--- src/rtl/power_ctrl.sv ---
// power_ctrl: debounced power-button FSM (OFF / ON / WAIT_REL) with long-press power-off.
// Optional two-sensor gesture on/off control is compiled in when GESTURE_CTRL_EN is defined.
module power_ctrl #(
    parameter int DEB_CYCLES  = 200000,
    parameter int LONG_CYCLES = 300000000,
    parameter int GEST_CYCLES = 500000000
) (
    input  logic clk,
    input  logic reset,
    input  logic power_btn,
    input  logic gest_l,
    input  logic gest_r,
    output logic power_on,
    output logic on_pulse,
    output logic off_pulse
);
    localparam int DEB_W  = $clog2(DEB_CYCLES + 1);
    localparam int LONG_W = $clog2(LONG_CYCLES + 1);
    localparam logic [LONG_W-1:0] LONG_MAX = LONG_W'(LONG_CYCLES);
    localparam logic [DEB_W-1:0]  DEB_LAST = DEB_W'(DEB_CYCLES - 1);

    typedef enum logic [1:0] {
        ST_OFF      = 2'd0,
        ST_ON       = 2'd1,
        ST_WAIT_REL = 2'd2
    } state_t;

    // Channel 0 is always the power button; channels 1/2 are gest_l/gest_r when enabled.
`ifdef GESTURE_CTRL_EN
    localparam int NCH = 3;
    logic [NCH-1:0] raw_in;
    assign raw_in = {gest_r, gest_l, power_btn};
`else
    localparam int NCH = 1;
    logic [NCH-1:0] raw_in;
    logic           unused_gest;
    assign raw_in      = power_btn;
    assign unused_gest = gest_l ^ gest_r ^ (GEST_CYCLES == 0);
`endif

    logic [NCH-1:0] deb_level;
    logic [NCH-1:0] deb_rise;

    genvar gi;
    generate
        for (gi = 0; gi < NCH; gi++) begin : g_chan
            logic             sync1_reg;
            logic             sync2_reg;
            logic             level_reg;
            logic             level_d_reg;
            logic [DEB_W-1:0] cnt_reg;

            // Level flips only after DEB_CYCLES consecutive samples that disagree with it.
            always_ff @(posedge clk) begin
                if (reset) begin
                    sync1_reg   <= 1'b0;
                    sync2_reg   <= 1'b0;
                    level_reg   <= 1'b0;
                    level_d_reg <= 1'b0;
                    cnt_reg     <= '0;
                end else begin
                    sync1_reg   <= raw_in[gi];
                    sync2_reg   <= sync1_reg;
                    level_d_reg <= level_reg;
                    if (sync2_reg == level_reg) begin
                        cnt_reg <= '0;
                    end else if (cnt_reg == DEB_LAST) begin
                        level_reg <= sync2_reg;
                        cnt_reg   <= '0;
                    end else begin
                        cnt_reg <= cnt_reg + 1'b1;
                    end
                end
            end

            assign deb_level[gi] = level_reg;
            assign deb_rise[gi]  = level_reg & ~level_d_reg;
        end
    endgenerate

    logic btn_level;
    logic btn_rise;
    assign btn_level = deb_level[0];
    assign btn_rise  = deb_rise[0];

    state_t              state_reg, state_next;
    logic [LONG_W-1:0]   hold_cnt_reg, hold_cnt_next;
    logic                power_on_reg, on_pulse_reg, off_pulse_reg;
    logic                gest_on_req, gest_off_req;

`ifdef GESTURE_CTRL_EN
    localparam int GEST_W = $clog2(GEST_CYCLES + 1);
    localparam logic [GEST_W-1:0] GEST_MAX = GEST_W'(GEST_CYCLES);

    logic              win_armed_reg, win_armed_next;
    logic [GEST_W-1:0] win_cnt_reg, win_cnt_next;
    logic              arm_edge, fire_edge;

    // OFF: left arms, right fires. ON: right arms, left fires.
    always_comb begin
        arm_edge  = 1'b0;
        fire_edge = 1'b0;
        if (state_reg == ST_OFF) begin
            arm_edge  = deb_rise[1];
            fire_edge = deb_rise[2];
        end else if (state_reg == ST_ON) begin
            arm_edge  = deb_rise[2];
            fire_edge = deb_rise[1];
        end
    end

    // A pressed button overrides and clears any pending gesture window.
    always_comb begin
        win_armed_next = win_armed_reg;
        win_cnt_next   = win_cnt_reg;
        gest_on_req    = 1'b0;
        gest_off_req   = 1'b0;
        if (btn_level || state_reg == ST_WAIT_REL) begin
            win_armed_next = 1'b0;
            win_cnt_next   = '0;
        end else if (win_armed_reg && fire_edge) begin
            gest_on_req    = (state_reg == ST_OFF);
            gest_off_req   = (state_reg == ST_ON);
            win_armed_next = 1'b0;
            win_cnt_next   = '0;
        end else if (arm_edge) begin
            win_armed_next = 1'b1;
            win_cnt_next   = GEST_W'(1);
        end else if (win_armed_reg) begin
            if (win_cnt_reg == GEST_MAX) begin
                win_armed_next = 1'b0;
                win_cnt_next   = '0;
            end else begin
                win_cnt_next = win_cnt_reg + 1'b1;
            end
        end
    end

    always_ff @(posedge clk) begin
        if (reset) begin
            win_armed_reg <= 1'b0;
            win_cnt_reg   <= '0;
        end else begin
            win_armed_reg <= win_armed_next;
            win_cnt_reg   <= win_cnt_next;
        end
    end
`else
    assign gest_on_req  = 1'b0;
    assign gest_off_req = 1'b0;
`endif

    // Hold counter only runs while ON with the button down; saturates, clears on release.
    always_comb begin
        hold_cnt_next = '0;
        if (state_reg == ST_ON && btn_level) begin
            hold_cnt_next = (hold_cnt_reg == LONG_MAX) ? hold_cnt_reg : hold_cnt_reg + 1'b1;
        end
    end

    always_comb begin
        state_next = state_reg;
        case (state_reg)
            ST_OFF: begin
                if (btn_rise || gest_on_req) state_next = ST_ON;
            end
            ST_ON: begin
                if (hold_cnt_next == LONG_MAX) state_next = ST_WAIT_REL;
                else if (gest_off_req)         state_next = ST_OFF;
            end
            ST_WAIT_REL: begin
                if (!btn_level) state_next = ST_OFF;
            end
            default: state_next = ST_OFF;
        endcase
    end

    always_ff @(posedge clk) begin
        if (reset) begin
            state_reg     <= ST_OFF;
            hold_cnt_reg  <= '0;
            power_on_reg  <= 1'b0;
            on_pulse_reg  <= 1'b0;
            off_pulse_reg <= 1'b0;
        end else begin
            state_reg     <= state_next;
            hold_cnt_reg  <= hold_cnt_next;
            power_on_reg  <= (state_next == ST_ON);
            on_pulse_reg  <= (state_reg == ST_OFF) && (state_next == ST_ON);
            off_pulse_reg <= (state_reg == ST_ON) && (state_next != ST_ON);
        end
    end

    assign power_on  = power_on_reg;
    assign on_pulse  = on_pulse_reg;
    assign off_pulse = off_pulse_reg;

endmodule

--- config.mk ---
export PLATFORM = sky130hd
export DESIGN_NAME = power_ctrl
export DESIGN_NICKNAME = d
export VERILOG_FILES = /design/src/rtl/power_ctrl.sv
export SDC_FILE = /design/constraint.sdc
export NUM_CORES = 1
export LEC_CHECK = 0
export CAP_MARGIN = 15
export CORE_MARGIN = 2
export CORE_UTILIZATION = 65
export CTS_CLUSTER_DIAMETER = 40
export DETAILED_ROUTE_END_ITERATION = 16
export DONT_BUFFER_PORTS = 1
export MAX_ROUTING_LAYER = met4
export PLACE_DENSITY = 0.88
export SYNTH_ARGS = -nofsm -noshare
export SYNTH_HDL_FRONTEND = slang
export SYNTH_SLANG_ARGS = --single-unit
export TNS_END_PERCENT = 30
--- constraint.sdc ---
create_clock -name clk -period 5.38 [get_ports clk]
set_clock_uncertainty 0.15 [all_clocks]
set_input_delay 1.076 -clock clk [delete_from_list [all_inputs] [get_ports clk]]
set_output_delay 1.076 -clock clk [all_outputs]
set_load 0.01 [all_outputs]
# Word-level counts from Yosys, hierarchy flattened
# Cells that the tools add are included.
[word_totals]
register_bits = 56
word_cells = 35
input_bits = 5
[op_classes]
n_bitwise = 3
muxes = 6
n_eq_ne = 8
reduce_logical = 6
n_addsub = 2
[op_table]
columns = ["operator", "count"]
rows = [
  ["equality test 29 bit, second input constant", 2],
  ["two-way mux 29 bit", 2],
  ["adder 29 x 1 -> 29 bit, second input constant", 1],
  ["adder 18 x 1 -> 18 bit, second input constant", 1],
  ["equality test 18 bit, second input constant", 1],
  ["two-way mux 2 bit", 3],
  ["case mux 2 bit (3 select lines)", 1],
  ["equality test 2 x 1 -> 1 bit, second input constant", 2],
  ["logical AND 1 bit", 3],
  ["OR reduction 3 bit", 1],
  ["equality test 2 bit, second input constant", 1],
  ["zero test 2 bit", 1],
  ["!= test 2 x 1 -> 1 bit, second input constant", 1],
  ["inverter 1 bit", 2],
  ["AND reduction 2 bit", 1],
  ["bitwise AND 1 bit", 1],
  ["equality test 1 bit", 1],
]

# Depth between registers and ports, before layout
# Gate-level depths: netlist of run 1.
[logic_depth]
depth_word = 8
depth_mapped = 9
mapped_depth_nobuf = 9

# Least setup slack after synthesis of run 1
# Ideal clock, no wire load.
[synth_timing]
path_type = "register to register"
start = "register hold_cnt_reg[1]"
end = "register power_on_reg, in the netlist power_on"
period_less_slack_ns = 2.420
arrival_time_ns = 2.152
setup_slack_ns = 2.960
t_required_ns = 5.111
stages_incl_launch_ff = 10
path_buffers = 1
cell_sequence = "dfxtp_1 -> ha_1 -> buf_2 -> nand3_2 -> or3_1 -> a211oi_1 -> o2111ai_1 -> and4bb_2 -> nand2_1 -> o221a_1"
[synth_via]
elab_chain_cells = 7
word_cells_on_any_way = 8
cone_classes = "1 x add/sub; 3 x eq/ne; 4 x mux"
[synth_rtl]
columns = ["item", "line_no", "rtl"]
rows = [
  ["start, declared", "87", "logic [LONG_W-1:0] hold_cnt_reg, hold_cnt_next;"],
  ["start signal, assigned", "187", "hold_cnt_reg <= hold_cnt_next;"],
  ["adder 29 x 1 -> 29 bit or equality test 29 bit (tied branches)", "157", "hold_cnt_next = (hold_cnt_reg == LONG_MAX) ? hold_cnt_reg : hold_cnt_reg + 1'b1;"],
  ["two-way mux 29 bit (*)", "157", ""],
  ["two-way mux 29 bit (*)", "156", "if (state_reg == ST_ON && btn_level) begin"],
  ["equality test 29 bit (*)", "168", "if (hold_cnt_next == LONG_MAX) state_next = ST_WAIT_REL;"],
  ["two-way mux 2 bit (*)", "168", ""],
  ["case mux 2 bit (3 select lines) (*)", "163", "case (state_reg)"],
  ["equality test 2 x 1 -> 1 bit (*)", "188", "power_on_reg <= (state_next == ST_ON);"],
  ["end signal, assigned", "188", ""],
  ["end, declared", "88", "logic power_on_reg, on_pulse_reg, off_pulse_reg;"],
]
# Mark *: on every way between the ends. The rest lies on a longest branch, timed or not.
# A chain may end at the register's enable or synchronous reset.

# Worst setup path after layout of run 1
[layout_timing]
start = "register hold_cnt_reg[1]"
end = "register off_pulse_reg, in the netlist off_pulse"
[layout_via]
elab_chain_cells = 8
word_cells_on_any_way = 9
cone_classes = "1 x add/sub; 3 x eq/ne; 4 x mux; 1 x reduce/logical"
[layout_rtl]
columns = ["item", "line_no", "rtl"]
rows = [
  ["adder 29 x 1 -> 29 bit or equality test 29 bit (tied branches)", "157", ""],
  ["two-way mux 29 bit (*)", "157", ""],
  ["two-way mux 29 bit (*)", "156", ""],
  ["equality test 29 bit (*)", "168", ""],
  ["two-way mux 2 bit (*)", "168", ""],
  ["case mux 2 bit (3 select lines) (*)", "163", ""],
  ["!= test 2 x 1 -> 1 bit (*)", "190", "off_pulse_reg <= (state_reg == ST_ON) && (state_next != ST_ON);"],
  ["logical AND 1 bit (*)", "190", ""],
  ["end signal, assigned", "190", ""],
  ["end, declared", "88", ""],
]
# Marked as above.

==> results of run 1 <==
cells in the final DEF, fill, tap and decap left out, types with 3 or more instances in the layout:
| cell | instances |
|---|---|
| or2_2 | 4 |
| nand4_1 | 15 |
| nor2_1 | 52 |
| a31oi_1 | 4 |
| a21oi_1 | 10 |
| xor2_1 | 21 |
| nand3_2 | 3 |
| clkbuf_8 | 5 |
| inv_1 | 8 |
| and4_1 | 7 |
| mux2i_1 | 3 |
| ha_1 | 3 |
| and3_1 | 14 |
| o21ai_0 | 6 |
| and2_1 | 6 |
| nor4b_1 | 6 |
| dfxtp_1 | 56 |
| nand3_1 | 16 |
| nor2b_1 | 9 |
| or3_1 | 6 |
| xnor2_1 | 18 |
| nor4bb_1 | 3 |
| nor3_1 | 11 |
| nor4_1 | 5 |
| nand2_1 | 30 |
| a211oi_1 | 3 |
| nand2b_1 | 3 |
cells by family (layout without fill, tap and decap cells):
| family | count (synthesis) | after routing | synth area share |
|---|---|---|---|
| xor+xnor | 39 | 39 | 0.1052 |
| mux | 3 | 3 | 0.009252 |
| buf+inv | 35 | 16 | 0.04973 |
| simple gates | 209 | 209 | 0.3763 |
| flops | 56 | 56 | 0.3454 |
| compound gates | 44 | 44 | 0.1025 |
| fa+ha+maj | 3 | 3 | 0.01157 |
routing by layer:
metal,vias to the layer above,track usage,share of wire
met5,-,-,0
li1,1340,-,-
met2,99,0.4385,0.46
met4,0,0.09722,0.027
met1,1299,0.3938,0.46
met3,25,0.04150,0.056
worst paths after layout:
check | cells after the start | to | slack (ns)
setup / recovery | 8 | off_pulse$_SDFF_PP0_ | 2.39
hold / removal | 1 | g_chan[0].sync2_reg$_SDFF_PP0_ | 0.31
setup reg to reg | 8 | off_pulse$_SDFF_PP0_ | 2.39
hold reg to reg | 1 | g_chan[0].sync2_reg$_SDFF_PP0_ | 0.31
power groups by stage:
stage	sequential, mW	clock [mW]	combinational [mW]
after floorplan	0.425	0	0.00320
after global placement	0.425	0	0.00266
after detailed placement	0.425	0	0.00271
after CTS	0.416	0.280	0.00272
after global routing	0.416	0.295	0.00311
final	0.416	0.277	0.00274
layout make-up:
type | instances | area, µm²
flip-flops and latches | 56 | 1121
multi-input cells | 298 | 1963
clock buffers | 6 | 72.57
fillers | 421 | 1445
well taps | 67 | 83.83
clock inverters | 2 | 38.79
inverters | 8 | 30.03
==> flow_summary.ini, run 1 <==
[synth]
ys_seq_elements = 56
synth_top_cell_by_area = dfxtp_1
synthTopCellsByCount = dfxtp_1, nor2_1, nand2_1
ys_warn_count = 0
ys.flop_type = dfxtp_1
synth.area.top_cells = dfxtp_1, nor2_1, xor2_1, xnor2_1, nand2_1
synth_area_per_cell_um2 = 8.343
netlist_instances = 389
synth_edf_count = 0
synth_top_area_share = 0.3454
syn_area_um2 = 3246
yosysSeqAreaShare = 0.3454
ys_types = 60
yosysMostFrequentCell = dfxtp_1
synthArstFlopShare = 0
syn-num-nets = 397

[setup_path]
path_buf_inv = 0
slowest_delay_ns = 0.52
cp_data_arrival_time_ns = 3.08
start_kind = flip-flop
crit_slowest_cell = nor4_2
crit_path_end_kind = flip-flop
path_max_fanout = 9
path_cells = ha_1 -> nand3_2 -> nor4_2 -> nand4b_1 -> a21o_1 -> a2111oi_0 -> nand4_1 -> nor3_2
path_delay_family = simple AND/OR/NAND/NOR gates
startpoint = hold_cnt_reg[1]$_SDFF_PP0_
critPathKind = flip-flop to flip-flop
r2r-start = hold_cnt_reg[1]$_SDFF_PP0_
required_ns = 5.48

[timing]
maxSlewHeadroom = 0.2530
timing.final.crit_period_ns = 2.987
slew_violations = 0
hold_viol_final = 0
worstMarginPinSlew_ns = 1.120
setup_slack_ns = 2.393
setup_violations = 0
rsz0062_at_grt = false
finalCritPeriodShare = 0.5552
fin_hold_ws_ns = 0.3140
tns_ns = 0
max_freq_mhz = 334.8

[pwr]
p_leak_nw = 1.025
vdd_drop_max_v = 0.0001777
p_seq_frac = 0.598
combPwrFrac = 0.004
total_power_uw = 695.5
swShare = 0.1992
internal_power_uw = 556.9
clkPwrFrac = 0.398
p_per_area_nw_per_um2 = 210.1
p_sw_uw = 138.6

[layout]
fin_util = 0.6961
drive_gt1_frac = 0.07027
final_area_um2 = 3309
antenna_cells = 0
stdcell_count = 437
area_growth_pct = 1.966
nNetsFinal = 377
largest_reg_flops = 29

[cts]
clockBufferDepth = 2
cts_setup_buffers = 0
cts_hold_buf = 0
cts_made_buffers = 5
cts_tree = yes
cts-root-buf = clkbuf_8
h-tree-depth = 2
clock_latency_ns = 0.31
clock_sinks = 56
clk_pin_slew_ns = 0.10
ctsResizeCount = 0

[routing]
ant_nets = 0
drtPass1Iterations = 5
drt_wl_total_mm = 7.104
via_count = 2763
drt_iter0_drc = 263
wire_per_inst_um = 16.26
via_per_inst = 6.323
drcViolationCount = 0

[floorplan]
start_util = 0.6826
die_y_um = 74.66
die_area_um2 = 5574
coreArea_um2 = 4755
io_pins = 8
die_w_um = 74.66
rows = 25

[global_route]
grt_use_total = 0.2877
grt_pass1_wl_mm = 12.15
first_global_vias = 2534
grt_antenna_before_repair = 0
globalRouteOverflowTotal = 0
grt_max_degree = 29

[placed_design]
dp_slack_ns = 2.494
gp_congestion = 0.9427
dpl.hpwl_mm = 5.007
port_buffers = 0
placed_cell_area_um2 = 3198
dp.cells = 429

[outcome]
outcome = finished, final reports clean

[hold_path]
hp-class = flip-flop to flip-flop
hold_start = g_chan[0].sync1_reg$_SDFF_PP0_

[job]
cap_violations = 0
No activity file was read; power rests on OpenSTA's default activity.
==> inputs of run 2 (changes only) <==
CORE_UTILIZATION = 63   (was 65)
PLACE_DENSITY = 0.86   (was 0.88)
clock period = 3 ns   (was 5.38 ns; I/O delays follow)
==> run 2 against run 1 <==
Against the previous run:
- count of clock-buffer cells in the layout shrank 1
- sequential share of layout area decreased by 0.80 points
- sequential power is 79% higher
- non-clock buffer count rose by 11
- cell count up 3.2%
- flip-flop and latch count unchanged
- register-to-register slack got worse by 2.2 ns
- critical path type unchanged
- largest cell class unchanged
==> flow_summary.ini, run 2 (synthesis results as in run 1) <==
[outcome]
outcome = finished, final reports clean

[setup_path]
r2r-start = hold_cnt_reg[8]$_SDFF_PP0_
start_kind = flip-flop
r2r-end = power_on$_SDFF_PP0_
reg2reg_slack_ns = 0.19
cp-endpoint = power_on$_SDFF_PP0_
crit_path_end_kind = flip-flop
critPathKind = flip-flop to flip-flop
required_ns = 3.07
startpoint = hold_cnt_reg[8]$_SDFF_PP0_
path_max_fanout = 10
ff2ff_path_depth = 7
cp_data_arrival_time_ns = 2.88

[global_route]
globalRouteOverflowTotal = 0
grt_max_degree = 29
grt_pass1_wl_mm = 11.76
grt_use_total = 0.2755
grt_antenna_before_repair = 0
first_global_vias = 2531

[floorplan]
start_util = 0.6437
die_w_um = 75.78
coreArea_um2 = 5042
die_area_um2 = 5742
die_y_um = 75.78
io_pins = 8
rows = 26

[cts]
cts_tree = yes
clk_pin_slew_ns = 0.11
cts-root-buf = clkbuf_8
h-tree-depth = 2
clockBufferDepth = 2
cts_setup_buffers = 0
cts_made_buffers = 5
clock_sinks = 56
clock_latency_ns = 0.33

[placed_design]
gp_congestion = 0.9439
port_buffers = 0
dpl.hpwl_mm = 5.292

[timing]
rsz0062_at_grt = false
maxSlewHeadroom = 0.2617
max_freq_mhz = 355.8
tns_ns = 0
setup_violations = 0
timing.final.crit_period_ns = 2.810
worstMarginPinSlew_ns = 1.108
hold_viol_final = 0
slew_violations = 0
finalCritPeriodShare = 0.9368

[layout]
antenna_cells = 0
nNetsFinal = 388
layout_common_cells = dfxtp_1, nor2_1, nand2_1
final_common_cell = dfxtp_1
drive_gt1_frac = 0.1024
area_growth_pct = 4.433
fillers = 397
largest_reg_flops = 29

[routing]
via_per_inst = 6.288
drt_wl_total_mm = 7.406
wl_met2_mm = 3.395
wire_per_inst_um = 16.42
ant_nets = 0
met3_length_um = 551
drtPass1Iterations = 5
highest_layer = met4
drt_iter0_drc = 305
via_count = 2836
wl_met1_mm = 3.327
drcViolationCount = 0

[hold_path]
hp-class = input port to flip-flop
hold_start = reset

[pwr]
total_power_mw = 1.210
p_leak_nw = 1.075
p_per_area_nw_per_um2 = 357.0
vdd_drop_max_v = 0.0002804

[job]
cap_violations = 0
## run 2: cell count changes in the layout (fill, tap and decap cells not counted)
| cell | change |
|---|---|
| clkinv_8 | +1 |
| buf_4 | +11 |
| ha_2 | +1 |
| ha_1 | -1 |
| clkbuf_1 | -1 |
| bufinv_16 | -1 |
| clkinv_4 | +1 |
## run 2: power by group
group / total, mW / internal [mW] / switching (mW)
clock: 0.460 / 0.176 / 0.283
sequential: 0.746 / 0.745 / 0.000829
combinational: 0.00497 / 0.00185 / 0.00312
## run 2: how the worst min path moves through the flow
stage | end | slack (ns) | cells past startpoint
6_report | g_chan[0].sync1_reg$_SDFF_PP0_ | 0.18 | 1
3_5_place_dp | g_chan[0].sync2_reg$_SDFF_PP0_ | 0.29 | 1
5_1_grt | g_chan[0].sync1_reg$_SDFF_PP0_ | 0.17 | 1
2_1_floorplan | g_chan[0].sync2_reg$_SDFF_PP0_ | 0.26 | 1
4_1_cts | g_chan[0].sync1_reg$_SDFF_PP0_ | 0.17 | 1
3_3_place_gp | g_chan[0].sync2_reg$_SDFF_PP0_ | 0.27 | 1
## run 2: area by class of cell
cell class,count,area [µm²],area share
inverter,8,30.03,0.008859
timing repair buffer,11,82.58,0.02436
sequential,56,1121,0.3308
tap,70,87.58,0.02584
clock buffer,5,68.82,0.02030
multi-input combinational,298,1966,0.5799
clock inverter,3,33.78,0.009967
## run 2: metrics by stage
| step | util | worst slack, ns | cell area, µm² | hold WS, ns | std cells |
|---|---|---|---|---|---|
| after floorplan | - | 0.5795 | 3246 | 0.2638 | 389 |
| after global placement | 0.6514 | 0.2938 | 3284 | 0.2663 | 443 |
| after detailed placement | 0.6514 | 0.2281 | 3284 | 0.2939 | 443 |
| after CTS | 0.6717 | 0.2030 | 3387 | 0.1735 | 451 |
| after global routing | 0.6722 | 0.04567 | 3390 | 0.1658 | 451 |
| final | 0.6722 | 0.1896 | 3390 | 0.1796 | 451 |
## run 2: critical path, stage by stage, from the launching register on
cell	delay, ns
dfxtp_1	0.54
nand2_1	0.27
nor4_2	0.55
nand4b_1	0.21
xor2_1	0.23
a2111oi_4	0.40
nand3_2	0.13
o221a_1	0.24
## run 2: timing repair
item                       in CTS  in global routing
resized for setup               0                  1
hold buffers                    0                  0
setup endpoints to repair       0                  1
## run 2: metal layers
metal | global-route usage | vias up
met5 | - | -
met4 | 0.1014 | 0
met3 | 0.05688 | 13
met2 | 0.4119 | 138
met1 | 0.3674 | 1323
li1 | - | 1362
==> inputs of run 3 (changes only) <==
CORE_MARGIN = 10   (was 2)
==> run 3 against run 2 <==
Against the previous run:
- wire length decreased by 2.6%
- first-iteration DRC count grew 3.0%
- die area grew 47%
==> flow_summary.ini, run 3 (synthesis results as in run 1) <==
[outcome]
outcome = finished, final reports clean

[placed_design]
gp_congestion = 0.9904
dp_slack_ns = 0.2200
dpl.hpwl_mm = 5.222
port_buffers = 0
placed_cell_area_um2 = 3269

[floorplan]
coreArea_um2 = 5042
rows = 26
die_area_um2 = 8423
start_util = 0.6437
die_w_um = 91.78
io_pins = 8
die_y_um = 91.78

[pwr]
p_leak_nw = 1.077
p_per_area_nw_per_um2 = 372.3
total_power_mw = 1.260
vdd_drop_max_v = 0.0002919

[setup_path]
crit_slowest_cell = nor4_2
slowest_delay_ns = 0.55
reg2reg_slack_ns = 0.17
path_delay_family = simple AND/OR/NAND/NOR gates
r2r-start = hold_cnt_reg[6]$_SDFF_PP0_
cp_data_arrival_time_ns = 2.89
crit_path_end_kind = flip-flop
cp-endpoint = power_on$_SDFF_PP0_
ff2ff_path_depth = 7
r2r-end = power_on$_SDFF_PP0_
required_ns = 3.06
startpoint = hold_cnt_reg[6]$_SDFF_PP0_
cp.depth = 7
start_kind = flip-flop
path_cells = nand4_1 -> nor4_2 -> nand4b_1 -> xor2_1 -> a2111oi_4 -> nand3_2 -> o221a_1
path_max_fanout = 8
critPathKind = flip-flop to flip-flop
path_buf_inv = 0

[routing]
drt_iter0_drc = 314
via_per_inst = 6.223
wire_per_inst_um = 16.06
ant_nets = 0
drtPass1Iterations = 5
drt_wl_total_mm = 7.213
drcViolationCount = 0
via_count = 2794

[timing]
setup_violations = 0
tns_ns = 0
slew_violations = 0
timing.final.crit_period_ns = 2.829
finalCritPeriodShare = 0.9430
hold_viol_final = 0
worstMarginPinSlew_ns = 1.103
max_freq_mhz = 353.5
setup_slack_ns = 0.1711
maxSlewHeadroom = 0.2645
rsz0062_at_grt = false

[global_route]
grt_use_total = 0.1788
grt_pass1_wl_mm = 12.44
first_global_vias = 2644
globalRouteOverflowTotal = 0
grt_max_degree = 29
grt_antenna_before_repair = 0

[layout]
final_common_cell = dfxtp_1
area_growth_pct = 4.318
nNetsFinal = 386
final_area_um2 = 3386
layout_common_cells = dfxtp_1, nor2_1, nand2_1
fillers = 400
antenna_cells = 0
drive_gt1_frac = 0.09763
largest_reg_flops = 29

[cts]
clock_sinks = 56
cts_made_buffers = 5
h-tree-depth = 2
cts_setup_buffers = 0
clk_pin_slew_ns = 0.11
cts-root-buf = clkbuf_8
cts_hold_buf = 0
clockBufferDepth = 2
clock_latency_ns = 0.31
cts_tree = yes

[job]
cap_violations = 0

[hold_path]
hp-class = input port to flip-flop
[run 3: how the worst min path moves through the flow]
stage	endpoint	startpoint	slack [ns]	cells after the start
final	g_chan[0].sync1_reg$_SDFF_PP0_	reset	0.19	1
after global routing	g_chan[0].sync2_reg$_SDFF_PP0_	reset	0.17	1
after CTS	g_chan[0].level_d_reg$_SDFF_PP0_	reset	0.18	1
after detailed placement	g_chan[0].sync2_reg$_SDFF_PP0_	g_chan[0].sync1_reg$_SDFF_PP0_	0.28	1
after global placement	g_chan[0].sync2_reg$_SDFF_PP0_	g_chan[0].sync1_reg$_SDFF_PP0_	0.27	1
after floorplan	g_chan[0].sync2_reg$_SDFF_PP0_	g_chan[0].sync1_reg$_SDFF_PP0_	0.26	1
[run 3: worst reg2reg max path: cells and delay by family, from the launching register on]
family           cells  cell delay (ns)
AND/OR/NAND/NOR      4             1.21
AO/OA/AOI/OAI        2             0.62
flip-flops           1             0.53
XOR/XNOR             1             0.22
[run 3: per-stage QoR]
stage / hold slack (ns) / utilization / cells
floorplan: 0.2638 / - / 389
detailed placement: 0.2846 / 0.6484 / 441
global route: 0.1703 / 0.6715 / 449
finish: 0.1858 / 0.6715 / 449
global placement: 0.2673 / 0.6484 / 441
CTS: 0.1809 / 0.6712 / 449
[run 3: metal layers]
layer,wire length [µm],track usage,part of all wire
met2,3325,0.2796,0.46
met3,447,0.03504,0.062
met1,3346,0.2305,0.46
met5,0,-,0
met4,93,0.04884,0.013
[run 3: report_power, final]
group / internal (mW) / switching (mW)
registers: 0.744 / 0.000869
clock network: 0.253 / 0.257
logic: 0.00187 / 0.00303
total: 1.00 / 0.261
[run 3: final cells by class]
type / instances / area (µm²) / area share
Multi-Input combinational cell: 298 / 1963 / 0.5798
Clock inverter: 3 / 46.29 / 0.01367
Timing Repair Buffer: 9 / 67.56 / 0.01996
Tap cell: 70 / 87.58 / 0.02587
Inverter: 8 / 30.03 / 0.008869
Clock buffer: 5 / 68.82 / 0.02033
Sequential cell: 56 / 1122 / 0.3315
[run 3: what timing repair did]
action | CTS | global route
hold endpoints to repair | 0 | 0
endpoints found under the setup margin | 0 | 1
resized for setup | 0 | 1
